### src/rtl/l1b_addr_latch.sv
// Address capture and I/O decode stage: synchronises lat_en, captures cpu_a on a qualified
// rising edge and holds bbc_a plus decode strobes for HOLD_CYCLES. Optional macro: L1B_FE4X_DEC_EN.
module l1b_addr_latch #(
   parameter int unsigned HOLD_CYCLES = 4
) (
   input  logic        hsclk,
   input  logic        resetb,
   input  logic        lat_en,
   input  logic [15:0] cpu_a,
   output logic [11:0] bbc_a,
   output logic        dec_rom_reg,
   output logic        dec_shadow_reg,
   output logic        dec_fe4x
);

   typedef enum logic {IDLE, HOLD} state_t;

   localparam logic [3:0] CNT_RELOAD = 4'(HOLD_CYCLES - 1);

   state_t     state;
   logic [3:0] cnt;
   logic       pending;
   logic       s1, s2, s3, qual_d;
   logic       qual, rise, capture;
   logic       hit_rom, hit_shadow;

   assign qual       = s2 & s3;
   assign rise       = qual & ~qual_d;
   assign hit_rom    = (cpu_a[15:2] == 14'h3F8C);  // 0xFE30..0xFE33
   assign hit_shadow = (cpu_a[15:2] == 14'h3F8D);  // 0xFE34..0xFE37

   // NOTE: every variable assigned in always_comb gets a default first, so no latch is inferred.
   always_comb begin
      capture = 1'b0;
      case (state)
         IDLE:    capture = rise;
         HOLD:    capture = (cnt == 4'd0) && (pending || rise);
         default: capture = 1'b0;
      endcase
   end

   // Two-flop synchroniser plus one extra stage so a single-cycle glitch never qualifies.
   // NOTE: sequential state uses non-blocking assignments so all flops update from pre-edge values.
   always_ff @(posedge hsclk or negedge resetb) begin
      if (!resetb) begin
         s1     <= 1'b0;
         s2     <= 1'b0;
         s3     <= 1'b0;
         qual_d <= 1'b0;
      end else begin
         s1     <= lat_en;
         s2     <= s1;
         s3     <= s2;
         qual_d <= qual;
      end
   end

   always_ff @(posedge hsclk or negedge resetb) begin
      if (!resetb) begin
         state          <= IDLE;
         cnt            <= 4'd0;
         pending        <= 1'b0;
         bbc_a          <= 12'h000;
         dec_rom_reg    <= 1'b0;
         dec_shadow_reg <= 1'b0;
      end else begin
         case (state)
            IDLE: begin
               if (rise) begin
                  state <= HOLD;
                  cnt   <= CNT_RELOAD;
               end
            end
            HOLD: begin
               if (cnt != 4'd0) begin
                  cnt <= cnt - 4'd1;
                  if (rise) pending <= 1'b1;
               end else if (pending || rise) begin
                  pending <= 1'b0;
                  cnt     <= CNT_RELOAD;
               end else begin
                  state <= IDLE;
               end
            end
            default: state <= IDLE;
         endcase

         if (capture) begin
            bbc_a          <= cpu_a[11:0];
            dec_rom_reg    <= hit_rom;
            dec_shadow_reg <= hit_shadow;
         end
      end
   end

`ifdef L1B_FE4X_DEC_EN
   always_ff @(posedge hsclk or negedge resetb) begin
      if (!resetb) dec_fe4x <= 1'b0;
      else if (capture) dec_fe4x <= (cpu_a[15:4] == 12'hFE4);
   end
`else
   assign dec_fe4x = 1'b0;
`endif

endmodule

### config.mk
export PLATFORM = sky130hd
export DESIGN_NAME = l1b_addr_latch
export DESIGN_NICKNAME = d
export VERILOG_FILES = /design/src/rtl/l1b_addr_latch.sv
export SDC_FILE = /design/constraint.sdc
export NUM_CORES = 1
export LEC_CHECK = 0
export CORE_MARGIN = 2
export CORE_UTILIZATION = 35
export CTS_CLUSTER_SIZE = 28
export DETAILED_ROUTE_END_ITERATION = 8
export PLACE_DENSITY = 0.6
export SYNTH_ARGS = -nofsm -noshare
export SYNTH_HDL_FRONTEND = slang
export SYNTH_SLANG_ARGS = --single-unit
### constraint.sdc
create_clock -name hsclk -period 5.3 [get_ports hsclk]
set_clock_uncertainty 0.2 [all_clocks]
set_input_delay 1.06 -clock hsclk [delete_from_list [all_inputs] [get_ports hsclk]]
set_output_delay 1.06 -clock hsclk [all_outputs]
set_load 0.02 [all_outputs]
Word level (Yosys, flattened, before mapping)
Cells that the tools add are included.

Register bits: 24. Input bits: 19.

Bitwise logic cells: 4. $add $sub $neg: 1. Eq/ne operators: 5. Reductions and logical operators: 7. Multiplexer cells: 12.

Operator list (number): 14-bit == test (second input constant) (2); 4-bit 2-to-1 mux (3); 4-bit case mux with 2 select lines (1); 1-bit 2-to-1 mux (6); 4-bit logical NOT (1); 2-bit inequality test (second input constant) (2); 1-bit case mux with 2 select lines (2); 4-bit nonzero test (1); 4-bit by 1-bit subtractor with 4-bit output (second input constant) (1); 3-bit by 1-bit inequality test with 1-bit output (second input constant) (1); 3-bit AND reduction (1); 1-bit bitwise AND (2); 1-bit NOT (2); 2-bit AND reduction (1); 2-bit nonzero test (1); 1-bit logical AND (1); 1-bit logical OR (1).

Longest topological paths before layout
Gate-level depths: netlist of run 1.

Depth in word-level cells: 6. Mapped depth: 6.

Least setup slack after synthesis of run 1
Ideal clock, no wire load.

Path kind: register to register. From: register cnt[0]. To: register bbc_a[0]. Setup slack: 3.254 ns. Data arrival time: 1.721 ns. Stages on the path, launching flop included: 7. Path buffers: 1. Data required time: 4.975 ns. Path through: dfrtp_1 -> inv_1 -> ha_1 -> or3b_4 -> a22oi_4 -> buf_12 -> mux2_4.

Word-level cells in the longest chain between the ends: 3.

RTL lines: start, declared (line 21) `logic [3:0] cnt;`; start signal, assigned (line 76) `cnt <= cnt - 4'd1;`; 4-bit logical NOT (line 37) `HOLD: capture = (cnt == 4'd0) && (pending || rise);`; 1-bit logical AND (line 37); 1-bit case mux with 2 select lines (line 35) `case (state)`; end signal, assigned (line 89) `bbc_a <= cpu_a[11:0];`; end, declared (line 10) `output logic [11:0] bbc_a,`.

Every way passes these cells. A chain may end at the register's enable or synchronous reset.

Final worst setup path of run 1
From: register bbc_a[6]. To: output port bbc_a[6].

No word-level cell between the ends.

==> results.sh, run 1 <==
export IMPL_status="complete, no violations"
export IMPL_wl_per_cell_microns=13.4
export IMPL_wl_met3_microns=112
export IMPL_core_sq_um=2980
export IMPL_layout_commonest_cell="clkdlybuf4s50_1"
export IMPL_worstSetupEndpoint="bbc_a[6]"
export IMPL_synth_flop_cell="dfrtp_1"
export IMPL_crit_cells=1
export IMPL_reg_top3="bbc_a (12), cnt (4)"
export IMPL_synth_seq_cells=24
export IMPL_post_route_drc_count=0
export IMPL_nets=132
export IMPL_num_rows=20
export IMPL_fin_crit_sh_pct=48.7
export IMPL_routabilityCongestion=0.655
export IMPL_cpPeakStageDelay_ns=0.62
export IMPL_synth_edf_count=0
export IMPL_tns_ns=0
export IMPL_die_x_microns=59.4
export IMPL_max_freq_ghz=0.387
export IMPL_dp_final_hpwl_microns=1440
export IMPL_finalHoldViolCount=0
export IMPL_hold_path_class="reg2reg"
export IMPL_portBuffers=32
export IMPL_cts_hold_buffers=0
export IMPL_top_register="bbc_a"
export IMPL_cpMaxStageDelayCell="clkdlybuf4s50_1"
export IMPL_cts_sinks=24
export IMPL_placed_area_sq_um=1410
export IMPL_worstSetupPathType="reg2out"
export IMPL_clk_path_buf_depth=2
export IMPL_r2r_slack_ns=2.97
export IMPL_path_buf_inv=1
export IMPL_grtUsageTotal_pct=13.1
export IMPL_yosysWarnings=0
export IMPL_finalSetupViolCount=0
export IMPL_postCtsSetupBuffers=0
export IMPL_die_area_sq_um=3520
export IMPL_met1Wirelength_microns=841
export IMPL_synth_cell_types=27
export IMPL_layout_drive_gt1_share_pct=19.1
export IMPL_holdPathStages=0
export IMPL_clock_latency_ns=0.31
export IMPL_async_flop_share_pct=100
export IMPL_vias=701
export IMPL_cp_max_fo=2
export IMPL_synth_area_per_cell_sq_um=14.1
export IMPL_cpLargestDelayFamily="buffers and inverters"
export IMPL_ys_seq_area_share_pct=56.0
export IMPL_routed_wl_microns=1920
export IMPL_layout_common_cells="clkdlybuf4s50_1, dfrtp_1, mux2_4"
export IMPL_finalCriticalPeriod_ns=2.58
export IMPL_grt_pass1_vias=806
export IMPL_grt_overflow=0
export IMPL_synth_cell_area_sq_um=1070
export IMPL_htreeDepth=1
export IMPL_fp_dieH_microns=59.4
export IMPL_final_instance_count_excl_fill=143
export IMPL_maxUsedRoutingLayer="met3"
export IMPL_final_area_sq_um=1460
export IMPL_startpoint="bbc_a[6]"
export IMPL_synth_cells=76
export IMPL_cp_data_arrival_time_ns=1.32
export IMPL_antenna_found_initial=0
export IMPL_slew_violations=0
export IMPL_cap_violations=0
export IMPL_yosysTopAreaCell="dfrtp_1"
export IMPL_place_inst=139
export IMPL_cts_resized_gates=0
export IMPL_crit_chain="clkdlybuf4s50_1"
export IMPL_cts_tree="built"
export IMPL_largest_reg_flops=12
export IMPL_p_per_area_nw_per_um2=589
export IMPL_cp_start_kind="flip-flop"
export IMPL_area_delta_synth_final_pct=36.1
export IMPL_worstPathRequired_ns=4.04
export IMPL_drt_initial_drc_count=2
export IMPL_clkTransAtPathRegs_ns=0.14
export IMPL_r2r_start="cnt[0]"
export IMPL_clockRootBuffer="clkbuf_4"
export IMPL_diodes=0
export IMPL_rsz0062_at_grt="false"
export IMPL_yosysTopAreaCellShare_pct=56.0
export IMPL_cts_buffers=3
export IMPL_leakage_nw=0.639
export IMPL_drt_pass1_iterations=2
export IMPL_slew_headroom_pct=29.0
export IMPL_grt_pass1_wl_microns=3440
export IMPL_reg2reg_depth=5
export IMPL_drtAntennaViolNets=0
export IMPL_synth_area_leaders="dfrtp_1, mux2_4, mux2_2, inv_1, ha_1"
export IMPL_grt_max_degree=25
export IMPL_final_util_pct=49.0
export IMPL_worstMarginPinSlew_ns=1.06
export IMPL_start_util_pct=36.0
export IMPL_fin_ws_ns=2.72
export IMPL_holdWs_ns=0.166
export IMPL_pre_cts_slack_ns=2.70
export IMPL_rr_endpoint="bbc_a[9]"
export IMPL_wl_met2_microns=963
export IMPL_worstSetupEndpointType="primary output"
export IMPL_pin_count=34
export IMPL_ir_worst_vdd_uv=239
export IMPL_vias_per_cell=4.90
export IMPL_total_power_mw=0.859
export IMPL_syn_nets=97
==> power by group <==
group	internal, mW	switching, mW
clock	0.0764	0.0547
sequential	0.260	0.0496
combinational	0.240	0.178
total	0.577	0.282
==> cell families (layout without fill, tap and decap cells) <==
kind of cell | Yosys count | after routing | synth area share, %
flip-flops | 24 | 24 | 56.0
XOR/XNOR | 1 | 1 | 0.817
buffers and inverters | 9 | 43 | 5.02
multiplexers | 16 | 16 | 19.4
AO/OA/AOI/OAI | 6 | 6 | 5.37
other | 1 | 1 | 0.350
adder cells (fa/ha/maj) | 2 | 2 | 2.33
AND/OR/NAND/NOR | 17 | 17 | 10.7
==> how the worst min path moves through the flow <==
stage	end	slack [ns]	from
floorplan	s2	0.13	s1
global placement	s2	0.14	s1
detailed placement	s2	0.14	s1
CTS	s2	0.17	s1
global route	s2	0.18	s1
finish	s2	0.17	s1
==> routing by layer <==
layer,global-route usage [%],up-vias
met5,0,-
met4,4.87,0
met3,3.49,0
met2,21.2,21
met1,16.7,346
li1,-,334
==> cell usage after synthesis, types with 2 or more instances <==
library cell  instances
mux2_4                8
ha_1                  2
mux2i_1               2
nand4_1               3
mux2_2                6
dfrtp_1              24
inv_1                 7
nand2_1               3
o211ai_1              2
and4_1                2
==> final cells by class <==
class | instances | area [sq um]
fillers | 268 | 1520
flip-flops and latches | 24 | 601
multi-input cells | 43 | 418
repair buffers | 32 | 320
well taps | 33 | 41.3
clock inverters | 1 | 30.0
inverters | 7 | 26.3
clock buffers | 3 | 22.5
No activity file was read; power rests on OpenSTA's default activity.
==> run 2, diff against run 1 <==
--- a/config.mk
+++ b/config.mk
@@ -9,7 +9,7 @@
 export CORE_UTILIZATION = 35
 export CTS_CLUSTER_SIZE = 28
 export DETAILED_ROUTE_END_ITERATION = 8
-export PLACE_DENSITY = 0.6
+export PLACE_DENSITY = 0.63
 export SYNTH_ARGS = -nofsm -noshare
 export SYNTH_HDL_FRONTEND = slang
 export SYNTH_SLANG_ARGS = --single-unit
==> constraint.sdc (replaced) <==
create_clock -name hsclk -period 2.2 [get_ports hsclk]
set_clock_uncertainty 0.2 [all_clocks]
set_input_delay 0.44 -clock hsclk [delete_from_list [all_inputs] [get_ports hsclk]]
set_output_delay 0.44 -clock hsclk [all_outputs]
set_load 0.02 [all_outputs]
==> run 2 against run 1 <==
  * Critical path type is now reg2reg
  * Register-to-register slack got worse by 2.9 ns
  * Sequential power grew 140%
  * Total power is 150% higher
==> results.sh, run 2 (synthesis gave the netlist of run 1 again) <==
export IMPL_cts_resized_gates=0
export IMPL_grt_max_degree=25
export IMPL_post_route_drc_count=0
export IMPL_ir_worst_vdd_uv=625
export IMPL_htreeDepth=1
export IMPL_hold_path_class="reg2reg"
export IMPL_cts_hold_buffers=0
export IMPL_wl_met3_microns=97
export IMPL_finalHoldViolCount=0
export IMPL_rr_endpoint="bbc_a[11]"
export IMPL_vias_per_cell=4.88
export IMPL_cp_start_kind="flip-flop"
export IMPL_fill_cells=258
export IMPL_start_util_pct=36.0
export IMPL_portBuffers=32
export IMPL_antenna_found_initial=0
export IMPL_finalSetupViolCount=0
export IMPL_worstSetupPathType="reg2reg"
export IMPL_dp_final_hpwl_microns=1500
export IMPL_drt_pass1_iterations=3
export IMPL_core_sq_um=2980
export IMPL_maxUsedRoutingLayer="met3"
export IMPL_cts_buffers=3
export IMPL_grt_pass1_vias=777
export IMPL_holdWs_ns=0.166
export IMPL_sw_frac_of_total_pct=32.6
export IMPL_switchingPower_mw=0.688
export IMPL_routed_wl_microns=1920
export IMPL_die_x_microns=59.4
export IMPL_reg2reg_depth=6
export IMPL_r2r_start="cnt[0]"
export IMPL_worstPathRequired_ns=2.20
export IMPL_met1Wirelength_microns=845
export IMPL_worstHoldEndpoint="s2"
export IMPL_grtUsageTotal_pct=12.6
export IMPL_cpPeakStageDelay_ns=0.41
export IMPL_p_int_mw=1.42
export IMPL_drtAntennaViolNets=0
export IMPL_layout_common_cells="clkdlybuf4s50_1, dfrtp_1, mux2_4"
export IMPL_fp_dieH_microns=59.4
export IMPL_cp_max_fo=14
export IMPL_worstSetupEndpointType="flip-flop"
export IMPL_p_per_area_nw_per_um2=1420
export IMPL_grt_pass1_wl_microns=3330
export IMPL_clock_latency_ns=0.31
export IMPL_cts_tree="built"
export IMPL_rsz0062_at_grt="false"
export IMPL_pin_count=34
export IMPL_pwr_share_seq_pct=35.3
export IMPL_crit_chain="inv_1, ha_1, or3b_4, a22oi_4, buf_12, mux2_2"
export IMPL_combPwrFrac_pct=49.9
export IMPL_nets=134
export IMPL_grt_overflow=0
export IMPL_cpMaxStageDelayCell="or3b_4"
export IMPL_p_clk_share_pct=14.8
export IMPL_diodes=0
export IMPL_hp_start="s1"
export IMPL_top_register="bbc_a"
export IMPL_cp_data_arrival_time_ns=2.12
export IMPL_wl_per_cell_microns=13.2
export IMPL_clockRootBuffer="clkbuf_4"
export IMPL_vias=708
export IMPL_holdPathStages=0
export IMPL_die_area_sq_um=3520
export IMPL_max_freq_ghz=0.471
export IMPL_reg_top3="bbc_a (12), cnt (4)"
export IMPL_area_delta_synth_final_pct=38.6
export IMPL_postCtsSetupBuffers=0
export IMPL_leakage_nw=0.652
export IMPL_layout_commonest_cell="clkdlybuf4s50_1"
export IMPL_layout_drive_gt1_share_pct=20.5
export IMPL_largest_reg_flops=12
export IMPL_cts_sinks=24
export IMPL_drt_initial_drc_count=4
export IMPL_tns_ns=0
export IMPL_clk_path_buf_depth=2
export IMPL_num_rows=20
export IMPL_cap_violations=0
export IMPL_finalCriticalPeriod_ns=2.12
export IMPL_slew_violations=0
export IMPL_r2r_slack_ns=0.08
export IMPL_fin_crit_sh_pct=96.4
export IMPL_status="complete, no violations"
export IMPL_clkTransAtPathRegs_ns=0.13
export IMPL_wl_met2_microns=974
export IMPL_routabilityCongestion=0.681
==> run 2: changes by cell type in the layout (fill, tap and decap cells not counted) <==
cell	change
buf_12	+1
buf_4	+1
==> run 2: final cells by class <==
cell class	count	area [sq um]	area share (%)
multi-input combinational	43	418	28.1
clock buffer	3	22.5	1.52
timing repair buffer	34	348	23.4
clock inverter	1	30.0	2.02
tap	33	41.3	2.78
inverter	7	26.3	1.77
sequential	24	601	40.4
==> run 2: critical path: cells and delay by family (launching register included) <==
family	cells	cell delay, ns
adder cells (fa/ha/maj)	1	0.18
AO/OA/AOI/OAI	1	0.22
buffers and inverters	2	0.28
multiplexers	1	0.34
AND/OR/NAND/NOR	1	0.41
flip-flops	1	0.40
==> run 2: power by group through the flow <==
stage | clock network (mW) | registers, mW | logic, mW
final | 0.312 | 0.745 | 1.05
after detailed placement | 0 | 0.748 | 1.07
after global placement | 0 | 0.749 | 1.04
after CTS | 0.319 | 0.747 | 1.07
after floorplan | 0 | 0.892 | 0.533
after global routing | 0.338 | 0.774 | 1.14
==> run 2: metal layers <==
layer	vias up	global-route usage, %
met5	-	0
met4	0	2.92
met3	0	2.84
met2	21	21.5
met1	350	16.2
li1	337	-
==> run 2: stage by stage <==
step | area [sq um] | utilization (%) | instances | setup slack (ns) | total power [mW]
6_report | 1490 | 49.9 | 145 | 0.0783 | 2.11
3_5_place_dp | 1430 | 48.2 | 141 | 0.0935 | 1.82
5_1_grt | 1490 | 49.9 | 145 | 0.00765 | 2.25
4_1_cts | 1490 | 49.9 | 145 | 0.0693 | 2.14
2_1_floorplan | 1070 | - | 76 | 0.154 | 1.42
3_3_place_gp | 1430 | 48.2 | 141 | 0.146 | 1.79
==> run 2: worst max-delay path by stage <==
| stage | startpoint | end | slack [ns] | cells after the start |
|---|---|---|---|---|
| 6_report | cnt[0] | bbc_a[11] | 0.08 | 6 |
| 4_1_cts | cnt[0] | bbc_a[11] | 0.07 | 6 |
| 3_3_place_gp | cnt[0] | bbc_a[9] | 0.15 | 6 |
| 2_1_floorplan | cnt[0] | bbc_a[0] | 0.15 | 6 |
| 5_1_grt | cnt[0] | bbc_a[11] | 0.008 | 6 |
| 3_5_place_dp | cnt[0] | bbc_a[11] | 0.09 | 6 |
==> run 3, diff against run 2 <==
--- a/config.mk
+++ b/config.mk
@@ -5,7 +5,7 @@
 export SDC_FILE = /design/constraint.sdc
 export NUM_CORES = 1
 export LEC_CHECK = 0
-export CORE_MARGIN = 2
+export CORE_MARGIN = 4
 export CORE_UTILIZATION = 35
 export CTS_CLUSTER_SIZE = 28
 export DETAILED_ROUTE_END_ITERATION = 8
==> constraint.sdc (replaced) <==
create_clock -name hsclk -period 1.8 [get_ports hsclk]
set_clock_uncertainty 0.2 [all_clocks]
set_input_delay 0.36 -clock hsclk [delete_from_list [all_inputs] [get_ports hsclk]]
set_output_delay 0.36 -clock hsclk [all_outputs]
set_load 0.02 [all_outputs]
==> run 3 against run 2 <==
  * The flow now finishes with violations (setup timing)
  * Total power grew 28%
  * Via count rose by 7.2%
  * Final cell count up 7.6%
  * Cell area rose by 7.7%
  * Combinational power is 44% higher
  * Worst setup slack lost 0.35 ns
  * Sequential share of layout area fell by 2.9 points
  * Critical path type unchanged
==> results.sh, run 3 (synthesis gave the netlist of run 1 again) <==
export IMPL_grt_pass1_wl_microns=3910
export IMPL_r2r_slack_ns=-0.27
export IMPL_vias_per_cell=4.87
export IMPL_cts_sinks=24
export IMPL_p_per_area_nw_per_um2=1690
export IMPL_status="complete, but fails checks"
export IMPL_pin_count=34
export IMPL_fin_ws_ns=-0.270
export IMPL_worstSetupEndpointType="flip-flop"
export IMPL_finalCriticalPeriod_ns=2.07
export IMPL_worstSetupPathType="reg2reg"
export IMPL_fin_crit_sh_pct=115
export IMPL_wl_per_cell_microns=14.9
export IMPL_htreeDepth=1
export IMPL_hold_path_class="in2async"
export IMPL_fp_dieH_microns=63.4
export IMPL_grt_overflow=0
export IMPL_vias=759
export IMPL_core_sq_um=2850
export IMPL_layout_drive_gt1_share_pct=32.0
export IMPL_finalSetupViolCount=14
export IMPL_cp_start_kind="flip-flop"
export IMPL_drt_initial_drc_count=17
export IMPL_finalHoldViolCount=0
export IMPL_cts_tree="built"
export IMPL_dp_final_hpwl_microns=1670
export IMPL_violations="setup timing"
export IMPL_cts_hold_buffers=0
export IMPL_rsz0062_at_grt="true"
export IMPL_ir_worst_vdd_uv=842
export IMPL_worstPathRequired_ns=1.83
export IMPL_clock_latency_ns=0.32
export IMPL_diodes=0
export IMPL_routabilityCongestion=0.804
export IMPL_largest_reg_flops=12
export IMPL_cts_buffers=3
export IMPL_cap_violations=0
export IMPL_final_area_sq_um=1600
export IMPL_leakage_nw=0.760
export IMPL_reg_top3="bbc_a (12), cnt (4)"
export IMPL_cp_max_fo=6
export IMPL_max_freq_ghz=0.483
export IMPL_drt_pass1_iterations=2
export IMPL_portBuffers=32
export IMPL_grt_pass1_vias=880
export IMPL_top_register="bbc_a"
export IMPL_routed_wl_microns=2330
export IMPL_clockRootBuffer="clkbuf_4"
export IMPL_drtAntennaViolNets=0
export IMPL_layout_commonest_cell="dfrtp_1"
export IMPL_start_util_pct=37.6
export IMPL_grt_max_degree=25
export IMPL_layout_common_cells="dfrtp_1, clkdlybuf4s50_1, dlygate4sd2_1"
export IMPL_slew_violations=0
export IMPL_grtUsageTotal_pct=12.5
export IMPL_cp_data_arrival_time_ns=2.10
export IMPL_nets=147
export IMPL_tns_ns=-3.59
export IMPL_die_x_microns=63.4
export IMPL_antenna_found_initial=0
export IMPL_placed_area_sq_um=1500
export IMPL_clkTransAtPathRegs_ns=0.14
export IMPL_post_route_drc_count=0
export IMPL_num_rows=19
export IMPL_area_delta_synth_final_pct=49.4
export IMPL_die_area_sq_um=4010
export IMPL_clk_path_buf_depth=2
==> run 3: changes by cell type in the layout (fill, tap and decap cells not counted), moves of 2 or more <==
| cell | previous run | this run |
|---|---|---|
| buf_4 | 1 | 13 |
| clkdlybuf4s50_1 | 32 | 18 |
| mux2_4 | 8 | 13 |
| dlygate4sd2_1 | 0 | 14 |
| inv_2 | 0 | 2 |
| mux2_2 | 6 | 1 |
| inv_1 | 7 | 5 |
==> run 3: worst max-delay path, cell delays in order, from the launching register on <==
cell	delay, ns
dfrtp_1	0.42
inv_2	0.09
ha_4	0.13
or3b_4	0.39
a22oi_4	0.26
clkbuf_16	0.20
mux2_4	0.29
==> run 3: where the power goes <==
group,switching [mW],leakage [nW],total (mW),internal (mW)
clock,0.169,0.0210,0.293,0.124
combinational,0.642,0.454,1.51,0.866
sequential,0.138,0.286,0.904,0.766
total,0.949,0.760,2.70,1.76
==> run 3: final cells by class <==
| cell class | instances | area, sq um |
|---|---|---|
| Clock buffer | 4 | 36.3 |
| Sequential cell | 24 | 601 |
| Timing Repair Buffer | 47 | 445 |
| Tap cell | 31 | 38.8 |
| Multi-Input combinational cell | 43 | 454 |
| Inverter | 7 | 26.3 |
| Fill cell | 249 | 1250 |
==> run 3: final timing paths <==
path | startpoint | endpoint | depth (start not counted)
min | resetb | bbc_a[0] | 2
min reg2reg | s1 | s2 | 0
max | cnt[0] | bbc_a[10] | 6
max reg2reg | cnt[0] | bbc_a[10] | 6
min in group hsclk | s1 | s2 | 0
max in group asynchronous | resetb | bbc_a[11] | 2
==> run 3: repair_timing <==
action	in CTS	in global routing
cloned	0	1
setup endpoints to repair	29	16
pin swaps	1	2
resized for setup	16	7
setup buffers	0	3
==> run 3: through the flow <==
stage / instances / hold slack [ns] / utilization (%) / total power [mW] / setup slack [ns]
after floorplan: 76 / -0.136 / - / 1.74 / -0.203
after global placement: 148 / 0.133 / 52.5 / 2.31 / -0.175
after detailed placement: 148 / 0.146 / 52.5 / 2.35 / -0.236
after CTS: 152 / 0.176 / 53.5 / 2.56 / -0.265
after global routing: 156 / 0.188 / 56.1 / 2.88 / -0.323
final: 156 / 0.169 / 56.1 / 2.70 / -0.270
==> run 3: layer usage <==
metal	GRT usage, %	vias up	wire length (microns)
met2	19.9	25	1080
met5	0	-	0
met1	15.2	367	1070
met3	5.33	4	155
li1	-	363	-
met4	4.04	0	17
